File: src/rtl/riscv_pkg.sv
// Shared RISC-V core types and constants.
// Includes the binary-segment (XNOR-popcount) unit state and default sizes.
package riscv_pkg;

    localparam int XLEN = 64;

    localparam int BSEG_LANE_BITS = 16;
    localparam int BSEG_ACC_W     = 32;
    localparam int BSEG_NUM_CH    = 4;

    typedef struct packed {
        logic [6:0] funct7;
        logic [4:0] rs2;
        logic [4:0] rs1;
        logic [2:0] funct3;
        logic [4:0] rd;
        logic [6:0] opcode;
    } instruction_t;

    typedef enum logic [6:0] {
        OP_BS = 7'b0001011
    } op_inst_t;

    typedef enum logic [2:0] {
        F3_BS_SET = 3'd0,
        F3_BS_GET = 3'd1,
        F3_BS_IP  = 3'd2,
        F3_BS_GP0 = 3'd3,
        F3_BS_GP1 = 3'd4,
        F3_BS_GP2 = 3'd5,
        F3_BS_GP3 = 3'd6,
        F3_BS_GP4 = 3'd7
    } op_funct3_bs_t;

    typedef enum logic [3:0] {
        NONE          = 4'd0,
        ILLEGAL_INSTR = 4'd2
    } exception_cause_t;

    typedef enum logic [1:0] {
        IDLE = 2'd0,
        BUSY = 2'd1,
        DONE = 2'd2
    } bseg_state_t;

endpackage

File: src/rtl/qnn_bseg_popcnt.sv
// One-chunk XNOR-popcount: number of bit positions where a and b agree.
module qnn_bseg_popcnt #(
    parameter int LANE_BITS = 16
) (
    input  logic [LANE_BITS-1:0]         a,
    input  logic [LANE_BITS-1:0]         b,
    output logic [$clog2(LANE_BITS):0]   cnt
);

    logic [LANE_BITS-1:0] same;

    always_comb begin
        same = ~(a ^ b);
        cnt  = '0;
        for (int i = 0; i < LANE_BITS; i++) begin
            cnt = cnt + {{$clog2(LANE_BITS){1'b0}}, same[i]};
        end
    end

endmodule

File: src/rtl/qnn_bseg_unit.sv
// Binary-segment unit: per-channel signed accumulators fed by a
// multi-cycle XNOR-popcount inner product, with saturating update.
module qnn_bseg_unit
    import riscv_pkg::*;
#(
    parameter int LANE_BITS = BSEG_LANE_BITS,
    parameter int ACC_W     = BSEG_ACC_W,
    parameter int NUM_CH    = BSEG_NUM_CH
) (
    input  logic             clk_i,
    input  logic             rstn_i,
    input  logic             valid_i,
    output logic             ready_o,
    input  instruction_t     instr_i,
    input  logic [XLEN-1:0]  rs1_data_i,
    input  logic [XLEN-1:0]  rs2_data_i,
    input  logic             flush_i,
    output logic             valid_o,
    input  logic             ready_i,
    output logic [XLEN-1:0]  result_o,
    output logic [4:0]       rd_o,
    output exception_cause_t exc_o,
    output logic             busy_o
);

    localparam int N  = XLEN / LANE_BITS;
    localparam int PW = $clog2(XLEN) + 1;
    localparam int LW = $clog2(LANE_BITS) + 1;
    localparam int CW = (NUM_CH > 1) ? $clog2(NUM_CH) : 1;
    localparam int NW = (N > 1) ? $clog2(N) : 1;
    localparam int SW = ((ACC_W > PW + 1) ? ACC_W : PW + 1) + 2;

    bseg_state_t      state, state_nxt;
    logic             accept, illegal, is_set, is_get, last;
    logic [CW-1:0]    ch_in, ch_q;
    logic [XLEN-1:0]  op_a, op_b, result_q;
    logic [PW-1:0]    pcnt, p_next;
    logic [LW-1:0]    pc;
    logic [NW-1:0]    cnt;
    logic [4:0]       rd_q;
    exception_cause_t exc_q;
    logic [ACC_W-1:0] acc [NUM_CH];
    logic [ACC_W-1:0] acc_cur, sat;
    logic signed [SW-1:0] delta, sum;
    logic             unused_bits;

    assign unused_bits = ^{instr_i.funct7, instr_i.rs2, instr_i.rs1};

    assign ready_o = rstn_i && (state == IDLE) && !flush_i;
    assign accept  = valid_i && ready_o;
    assign valid_o = (state == DONE);
    assign busy_o  = (state != IDLE);
    assign result_o = result_q;
    assign rd_o     = rd_q;
    assign exc_o    = exc_q;

    assign ch_in   = (NUM_CH == 1) ? '0 : instr_i.rd[CW-1:0];
    assign illegal = (instr_i.opcode != OP_BS) ||
                     !(instr_i.funct3 == F3_BS_SET ||
                       instr_i.funct3 == F3_BS_GET ||
                       instr_i.funct3 == F3_BS_IP);
    assign is_set  = !illegal && (instr_i.funct3 == F3_BS_SET);
    assign is_get  = !illegal && (instr_i.funct3 == F3_BS_GET);

    qnn_bseg_popcnt #(
        .LANE_BITS(LANE_BITS)
    ) u_popcnt (
        .a  (op_a[LANE_BITS-1:0]),
        .b  (op_b[LANE_BITS-1:0]),
        .cnt(pc)
    );

    assign p_next  = pcnt + PW'(pc);
    assign last    = (cnt == NW'(N - 1));
    assign acc_cur = acc[ch_q];

    // Extra headroom bits make overflow detectable before clamping.
    always_comb begin
        delta = $signed({{(SW-PW-1){1'b0}}, p_next, 1'b0}) - SW'(XLEN);
        sum   = SW'($signed(acc_cur)) + delta;
        sat   = sum[ACC_W-1:0];
        if (sum[SW-1:ACC_W-1] != {(SW-ACC_W+1){sum[SW-1]}}) begin
            sat = sum[SW-1] ? {1'b1, {(ACC_W-1){1'b0}}}
                            : {1'b0, {(ACC_W-1){1'b1}}};
        end
    end

    always_ff @(posedge clk_i) begin
        if (!rstn_i) begin
            state <= IDLE;
        end else begin
            state <= state_nxt;
        end
    end

    always_comb begin
        state_nxt = state;
        unique case (state)
            IDLE: begin
                if (accept) begin
                    state_nxt = (!illegal && instr_i.funct3 == F3_BS_IP)
                              ? BUSY : DONE;
                end
            end
            BUSY: begin
                if (flush_i) begin
                    state_nxt = IDLE;
                end else if (last) begin
                    state_nxt = DONE;
                end
            end
            DONE: begin
                if (flush_i || ready_i) begin
                    state_nxt = IDLE;
                end
            end
            default: state_nxt = IDLE;
        endcase
    end

    always_ff @(posedge clk_i) begin
        if (!rstn_i) begin
            for (int i = 0; i < NUM_CH; i++) begin
                acc[i] <= '0;
            end
            op_a     <= '0;
            op_b     <= '0;
            pcnt     <= '0;
            cnt      <= '0;
            ch_q     <= '0;
            rd_q     <= '0;
            result_q <= '0;
            exc_q    <= NONE;
        end else if (state == IDLE && accept) begin
            rd_q  <= instr_i.rd;
            ch_q  <= ch_in;
            op_a  <= rs1_data_i;
            op_b  <= rs2_data_i;
            pcnt  <= '0;
            cnt   <= '0;
            exc_q <= NONE;
            unique case (1'b1)
                illegal: begin
                    exc_q    <= ILLEGAL_INSTR;
                    result_q <= '0;
                end
                is_set: begin
                    result_q   <= XLEN'($signed(acc[ch_in]));
                    acc[ch_in] <= rs1_data_i[ACC_W-1:0];
                end
                is_get: begin
                    result_q <= XLEN'($signed(acc[ch_in]));
                    if (rs1_data_i[0]) begin
                        acc[ch_in] <= '0;
                    end
                end
                default: ;
            endcase
        end else if (state == BUSY && !flush_i) begin
            op_a <= op_a >> LANE_BITS;
            op_b <= op_b >> LANE_BITS;
            pcnt <= p_next;
            cnt  <= cnt + 1'b1;
            if (last) begin
                acc[ch_q] <= sat;
                result_q  <= XLEN'($signed(sat));
            end
        end
    end

endmodule

File: config.mk
export PLATFORM = sky130hd
export DESIGN_NAME = qnn_bseg_unit
export DESIGN_NICKNAME = d
export VERILOG_FILES = /design/src/rtl/riscv_pkg.sv /design/src/rtl/qnn_bseg_popcnt.sv /design/src/rtl/qnn_bseg_unit.sv
export SDC_FILE = /design/constraint.sdc
export NUM_CORES = 1
export LEC_CHECK = 0
export BUFFER_PORTS_ARGS = -buffer_cell sky130_fd_sc_hd__buf_2
export CAP_MARGIN = 10
export CELL_PAD_IN_SITES_DETAIL_PLACEMENT = 0
export CELL_PAD_IN_SITES_GLOBAL_PLACEMENT = 1
export CORE_UTILIZATION = 30
export DETAILED_ROUTE_END_ITERATION = 8
export PLACE_DENSITY_LB_ADDON = 0.1
export SLEW_MARGIN = 20
export SYNTH_ARGS = -nofsm -noshare
export SYNTH_HDL_FRONTEND = slang
export SYNTH_SLANG_ARGS = --single-unit
File: constraint.sdc
create_clock -name clk_i -period 20 [get_ports clk_i]
set_clock_uncertainty 0.1 [all_clocks]
set_input_delay 2 -clock clk_i [delete_from_list [all_inputs] [get_ports clk_i]]
set_output_delay 2 -clock clk_i [all_outputs]
set_load 0.01 [all_outputs]
== Word-level counts from Yosys, hierarchy flattened ==
Memory sizes are Yosys's and may differ from the RTL's. A register that Yosys moved wholly into a read port is not among the register bits.
Cells that the tools add are included.
Widths: inputs -> output; s select.
Cells by class
  multiply operators: 0
  bitwise operators: 4
  order comparisons: 0
  reductions and logical operators: 26
  equal/unequal tests: 11
  muxes and demuxes: 41
  divide/modulo/power cells: 0
  add/sub/neg operators: 19
  shift operators: 0
Operator list (number)
  $mux 64: 7
  $mux 32: 5
  $pmux 64 s2: 1
  $add 5x1->5: 14
  $reduce_or 32->1: 2
  $add 32x9->33: 1
  $mux 2: 10
  $mux 1: 17
  $not 16->16: 1
  $xor 16x16->16: 1
  $sub 8x7->9 const B: 1
  $logic_and 1x1->1: 8
  $add 7x5->7: 1
  $ne 7x4->1 const B: 1
  $ne 3x3->1 const B: 2
  $pmux 2 s3: 1
  $reduce_and 3->1: 2
  $reduce_bool 2->1: 3
  $eq 2x2->1 const B: 2
  $logic_or 1x1->1: 4
  $reduce_or 2->1: 2
  $eq 3x1->1 const B: 1
  $eq 3x2->1 const B: 1
  $logic_not 1->1: 3
  other kinds (10): 10
Storage, ports and cells
  memory bits (read-only): 0
  bits of input ports: 165
  memories kept: 1
  bits in latches: 0
  bits in writable memories: 128
  logic and storage cells: 111
  register bits after elaboration: 214
  output and inout port bits: 76
Memory list
  acc: depth 4, width 32, rd ports 2, clocked after Yosys merged registers in 1, write ports 4, RTL line qnn_bseg_unit.sv:42  | logic [ACC_W-1:0] acc [NUM_CH];

== Longest topological paths before layout ==
  depth after elaboration: 25
  mapped depth: 38

== By module ==
A second synthesis with hierarchy kept.
Unflattened totals
  cells, all modules: 1726
  area, all modules: 17076.4 um^2
Modules (own cells, without submodules)
  qnn_bseg_unit: area an instance 16580.9 um^2, instances 1, cells each 1677
  qnn_bseg_popcnt: area an instance 495.5 um^2, instances 1, cells each 49

== Worst setup path before layout ==
Ideal clock, no wire load.
  kind: reg-to-reg
  from: register op_a[1]
  to: memory acc[3][26] (netlist bit) (data pin)
  period minus slack after synthesis: 8527 ps
  setup slack: 11473 ps
  cell stages (with the launch flop): 35
  buffers on the path: 4
  required time: 19641 ps
  library setup time: 259 ps
  data arrival time: 8168 ps
  cells stage by stage: dfxtp_1 > xnor2_1 > ha_1 > inv_1 > fa_1 > fa_1 > fa_1 > inv_1 > fa_1 > fa_1 > fa_1 > a21oi_1 > nor2b_1 > ha_1 > nor2b_1 > or3b_1 > nand3_2 > inv_2 > buf_4 > buf_6 > ha_1 > ha_1 > clkbuf_1 > nand3_1 > nor2_1 > or3_1 > o221a_2 > o41ai_4 > o21ai_2 > or3_1 > buf_6 > and2_4 > a21boi_2 > nor2_1 > or2_1
RTL lines
  start, declared: RTL line qnn_bseg_unit.sv:36  | logic [XLEN-1:0] op_a, op_b, result_q;
  start signal, assigned: RTL line qnn_bseg_unit.sv:137  | op_a <= rs1_data_i;
  start signal, assigned: RTL line qnn_bseg_unit.sv:160  | op_a <= op_a >> LANE_BITS;
  end, declared: RTL line qnn_bseg_unit.sv:42

== Worst setup path after layout ==
  from: register op_a[0]
  to: register result_q[25], in the netlist result_o[25]
Between the ends
  longest elaborated chain between the ends: 25
RTL lines
  $xor 16x16->16 (*): RTL line qnn_bseg_popcnt.sv:13  | same = ~(a ^ b);
  $not 16->16 (*): RTL line qnn_bseg_popcnt.sv:13
  $add 1x1->2 (*): RTL line qnn_bseg_popcnt.sv:16  | cnt = cnt + {{$clog2(LANE_BITS){1'b0}}, same[i]};
  $add 5x1->5 (*) (14 in series): RTL line qnn_bseg_popcnt.sv:16
  $add 7x5->7 (*): RTL line qnn_bseg_unit.sv:73  | assign p_next = pcnt + PW'(pc);
  $sub 8x7->9 (*): RTL line qnn_bseg_unit.sv:79  | delta = $signed({{(SW-PW-1){1'b0}}, p_next, 1'b0}) - SW'(XLEN);
  $add 32x9->33 (*): RTL line qnn_bseg_unit.sv:80  | sum = SW'($signed(acc_cur)) + delta;
  $ne 2x2->1 or $mux 32 (tied branches): RTL line qnn_bseg_unit.sv:82, qnn_bseg_unit.sv:83
  $mux 32 (*): RTL line qnn_bseg_unit.sv:82  | if (sum[SW-1:ACC_W-1] != {(SW-ACC_W+1){sum[SW-1]}}) begin
  $mux 64 (*): RTL line qnn_bseg_unit.sv:164  | if (last) begin
  $mux 64 (*): RTL line qnn_bseg_unit.sv:159  | end else if (state == BUSY && !flush_i) begin
  $mux 64 (*): RTL line qnn_bseg_unit.sv:134  | end else if (state == IDLE && accept) begin
  end signal, assigned: RTL line qnn_bseg_unit.sv:148  | result_q <= XLEN'($signed(acc[ch_in]));
  end signal, assigned: RTL line qnn_bseg_unit.sv:152  | result_q <= XLEN'($signed(acc[ch_in]));
  end signal, assigned: RTL line qnn_bseg_unit.sv:166  | result_q <= XLEN'($signed(sat));
  end, declared: RTL line qnn_bseg_unit.sv:36
Mark *: on every way between the ends. The rest lies on a longest branch, timed or not. The select of a mux whose other input is x is not followed.
A chain may end at the register's enable or synchronous reset.

==> reports/metrics.cfg <==
[run_status]
status=complete, no violations

[route]
vias=14176
top_layer_used=met5
via_per_inst=5.231
postRouteAntennaNets=0
wire_per_inst_um=22.61
met2WireLength_mm=29.33
drc_errors=0
met3_length_mm=3.473
drt-met1-wl_mm=27.07
routed_wl_mm=61.27
dr.pass1.iters=5
drt_first_iter_violations=1064

[grt]
grtUsageTotal_pct=20.48
grt_pass1_vias=13990
grt_max_degree=75
grt_antenna_before_repair=6
grt_overflow=0
grt_pass1_wl_mm=90.85

[floorplanning]
ios=241
core.rowCount=88
die_h_um=243.3
core_area_um2=57590
initial_utilization_pct=30.33
die_w_um=243.3
die_area_um2=59180

[cts]
clk_pin_slew_ps=60
cts_tree=yes
ctsResizeCount=0
clkLatencyLatePin_ps=570
clock-root-buffer=clkbuf_16
hold_buffers=0
cts_buffer_depth=3
cts_setup_buffers=0
htreeDepth=2
cts_buffers=39
cts.sinks=307

[pwr]
pwr-share-clk_pct=36.7
p_switching_mw=0.6367
finalPower_mw=1.983
p_seq_share_pct=35.3
internal_power_mw=1.346
p_leak_nw=8.206
pwr_density_cell_nw_per_um2=97.88
power_frac_comb_pct=28.0
swShare_pct=32.11
ir_drop_uv=50.18

[worst_hold_path]
hold_path_depth=2
min_path_type=reg -> reg

[synthesis]
synth-main-ff-cell=dfxtp_1
synth_area_um2=17460
synth.top_cell.area_share_pct=22.01
ys_seq_area_share_pct=42.53
synthArstFlopShare_pct=0
synth_edf_count=128
ys_seq_elements=307
yosysTopAreaCell=edfxtp_1
synth_area_leaders=edfxtp_1, dfxtp_1, mux4_2, nand2_1, a21boi_0
syn_inst=1803
ys_warn_count=0
avgSynthCellArea_um2=9.686
synth.distinct_cells=92

[critical_path]
startpoint_type=flip-flop
slowest_stage=mux2_2
path_max_fanout=34
crit_family=adder cells
crit_buf_inv=5
critical_path_depth=32
worstPathRequired_ps=20340
cpMostUsedCell=fa_1
cp-end-kind=flip-flop
ff2ff_path_depth=32
cp.arrival_ps=10900
max_stage_delay_ps=820
crit_type=reg -> reg

[placement]
io_buffers=220
place.gp.congestion=0.8373
place_hpwl_mm=39.63

[cells_and_area]
fill_cells=5918
final_core_util_pct=35.18
layout-drive-gt1-share_pct=22.94
nets=2124
final_common_cell=nand2_1
syn_to_final_growth_pct=16.00
layout_common_cells=nand2_1, buf_2, dfxtp_1, nor2_1, edfxtp_1

[timing]
period_needed_ps=10570
setup_violations=0
hold_viol=0
drv_slew=0
rsz0062_at_grt=false
setup_tns_ps=0
worst_pin_slew_ps=1062
hold_slack_ps=364.1
finalCritPeriodShare_pct=52.83
max_freq_mhz=94.65
relSlewSlack_pct=28.92

[flow_run]
maxCapViolCount=0

cell usage after synthesis (7+ instances only):
| cell | instances |
|---|---|
| a211oi_1 | 13 |
| buf_1 | 11 |
| a22oi_1 | 69 |
| clkbuf_1 | 104 |
| ha_1 | 31 |
| edfxtp_1 | 128 |
| o21ai_1 | 7 |
| a21o_1 | 11 |
| dfxtp_1 | 179 |
| buf_2 | 17 |
| xor2_1 | 12 |
| buf_4 | 38 |
| nand3_1 | 113 |
| a21boi_0 | 87 |
| a21oi_1 | 89 |
| nor2_1 | 142 |
| o21ai_0 | 49 |
| a31oi_1 | 20 |
| and2_1 | 9 |
| o211a_1 | 50 |
| fa_1 | 12 |
| inv_1 | 59 |
| nand2_1 | 261 |
| nor2b_1 | 7 |
| nand2b_1 | 7 |
| mux4_2 | 64 |
| a21oi_2 | 17 |
| xnor2_1 | 50 |
routing by layer:
layer | global-route usage (%) | up-vias
met5 | 0 | -
met4 | 5.605 | 8
met3 | 3.481 | 73
met2 | 34.26 | 392
met1 | 27.12 | 6960
li1 | - | 6743
power by group through the flow:
stage / Combinational, mW / Sequential [mW] / Clock (mW)
after floorplan: 0.408 / 0.710 / 0
after global placement: 0.552 / 0.713 / 0
after detailed placement: 0.556 / 0.714 / 0
after CTS: 0.560 / 0.701 / 0.745
after global routing: 0.622 / 0.705 / 0.768
final: 0.555 / 0.701 / 0.728
sequential cells by signal, indices dropped and copies added, names as in the netlist, named ones only:
register / flops
acc: 128
ch_q: 1
cnt: 2
exc_o: 1
op_a: 64
op_b: 64
pcnt: 7
rd_o: 4
result_o: 32
state: 2
kinds of logic (layout without fill, tap and decap cells):
logic type / count (synthesis) / after routing / share of synthesized area [%]
and+or+nand+nor: 593 / 593 / 14.94
adders and majority gates: 44 / 44 / 3.654
buffers and inverters: 237 / 376 / 6.290
other: 1 / 4 / 0.02147
AOI/OAI and AO/OA: 490 / 490 / 20.88
xor gates and xnor gates: 62 / 62 / 3.109
DFF: 307 / 307 / 42.53
muxes: 69 / 69 / 8.569
cell type report:
cell class | count | area [µm²] | area share [%]
inverters | 61 | 229.0 | 1.130
repair buffers | 246 | 1299 | 6.411
clock inverters | 13 | 166.4 | 0.8214
well taps | 765 | 957.2 | 4.725
diodes | 1 | 2.502 | 0.01235
clock buffers | 56 | 1141 | 5.632
flip-flops and latches | 307 | 7431 | 36.68
multi-input cells | 1261 | 9034 | 44.59
stage by stage:
stage | instances | setup WS, ps | cell area, µm²
2_1_floorplan | 1805 | 11470 | 17470
3_3_place_gp | 2640 | 9471 | 18940
3_5_place_dp | 2640 | 9488 | 18940
4_1_cts | 2709 | 9447 | 20250
5_1_grt | 2710 | 8917 | 20260
6_report | 2710 | 9434 | 20260
tightest hold or removal path, stage by stage (launching register included):
cell and delay [ps]:
dfxtp_1 310, nand2_1 50, a21oi_1 50
worst paths after layout:
path | start | to | slack, ps
worst max register to register | op_a[0] | result_o[25] | 9430
worst min register to register | pcnt[2] | pcnt[2] | 360
worst min-delay path | pcnt[2] | pcnt[2] | 360
worst max-delay path | op_a[0] | result_o[25] | 9430
(Power assumes the default switching activity.)
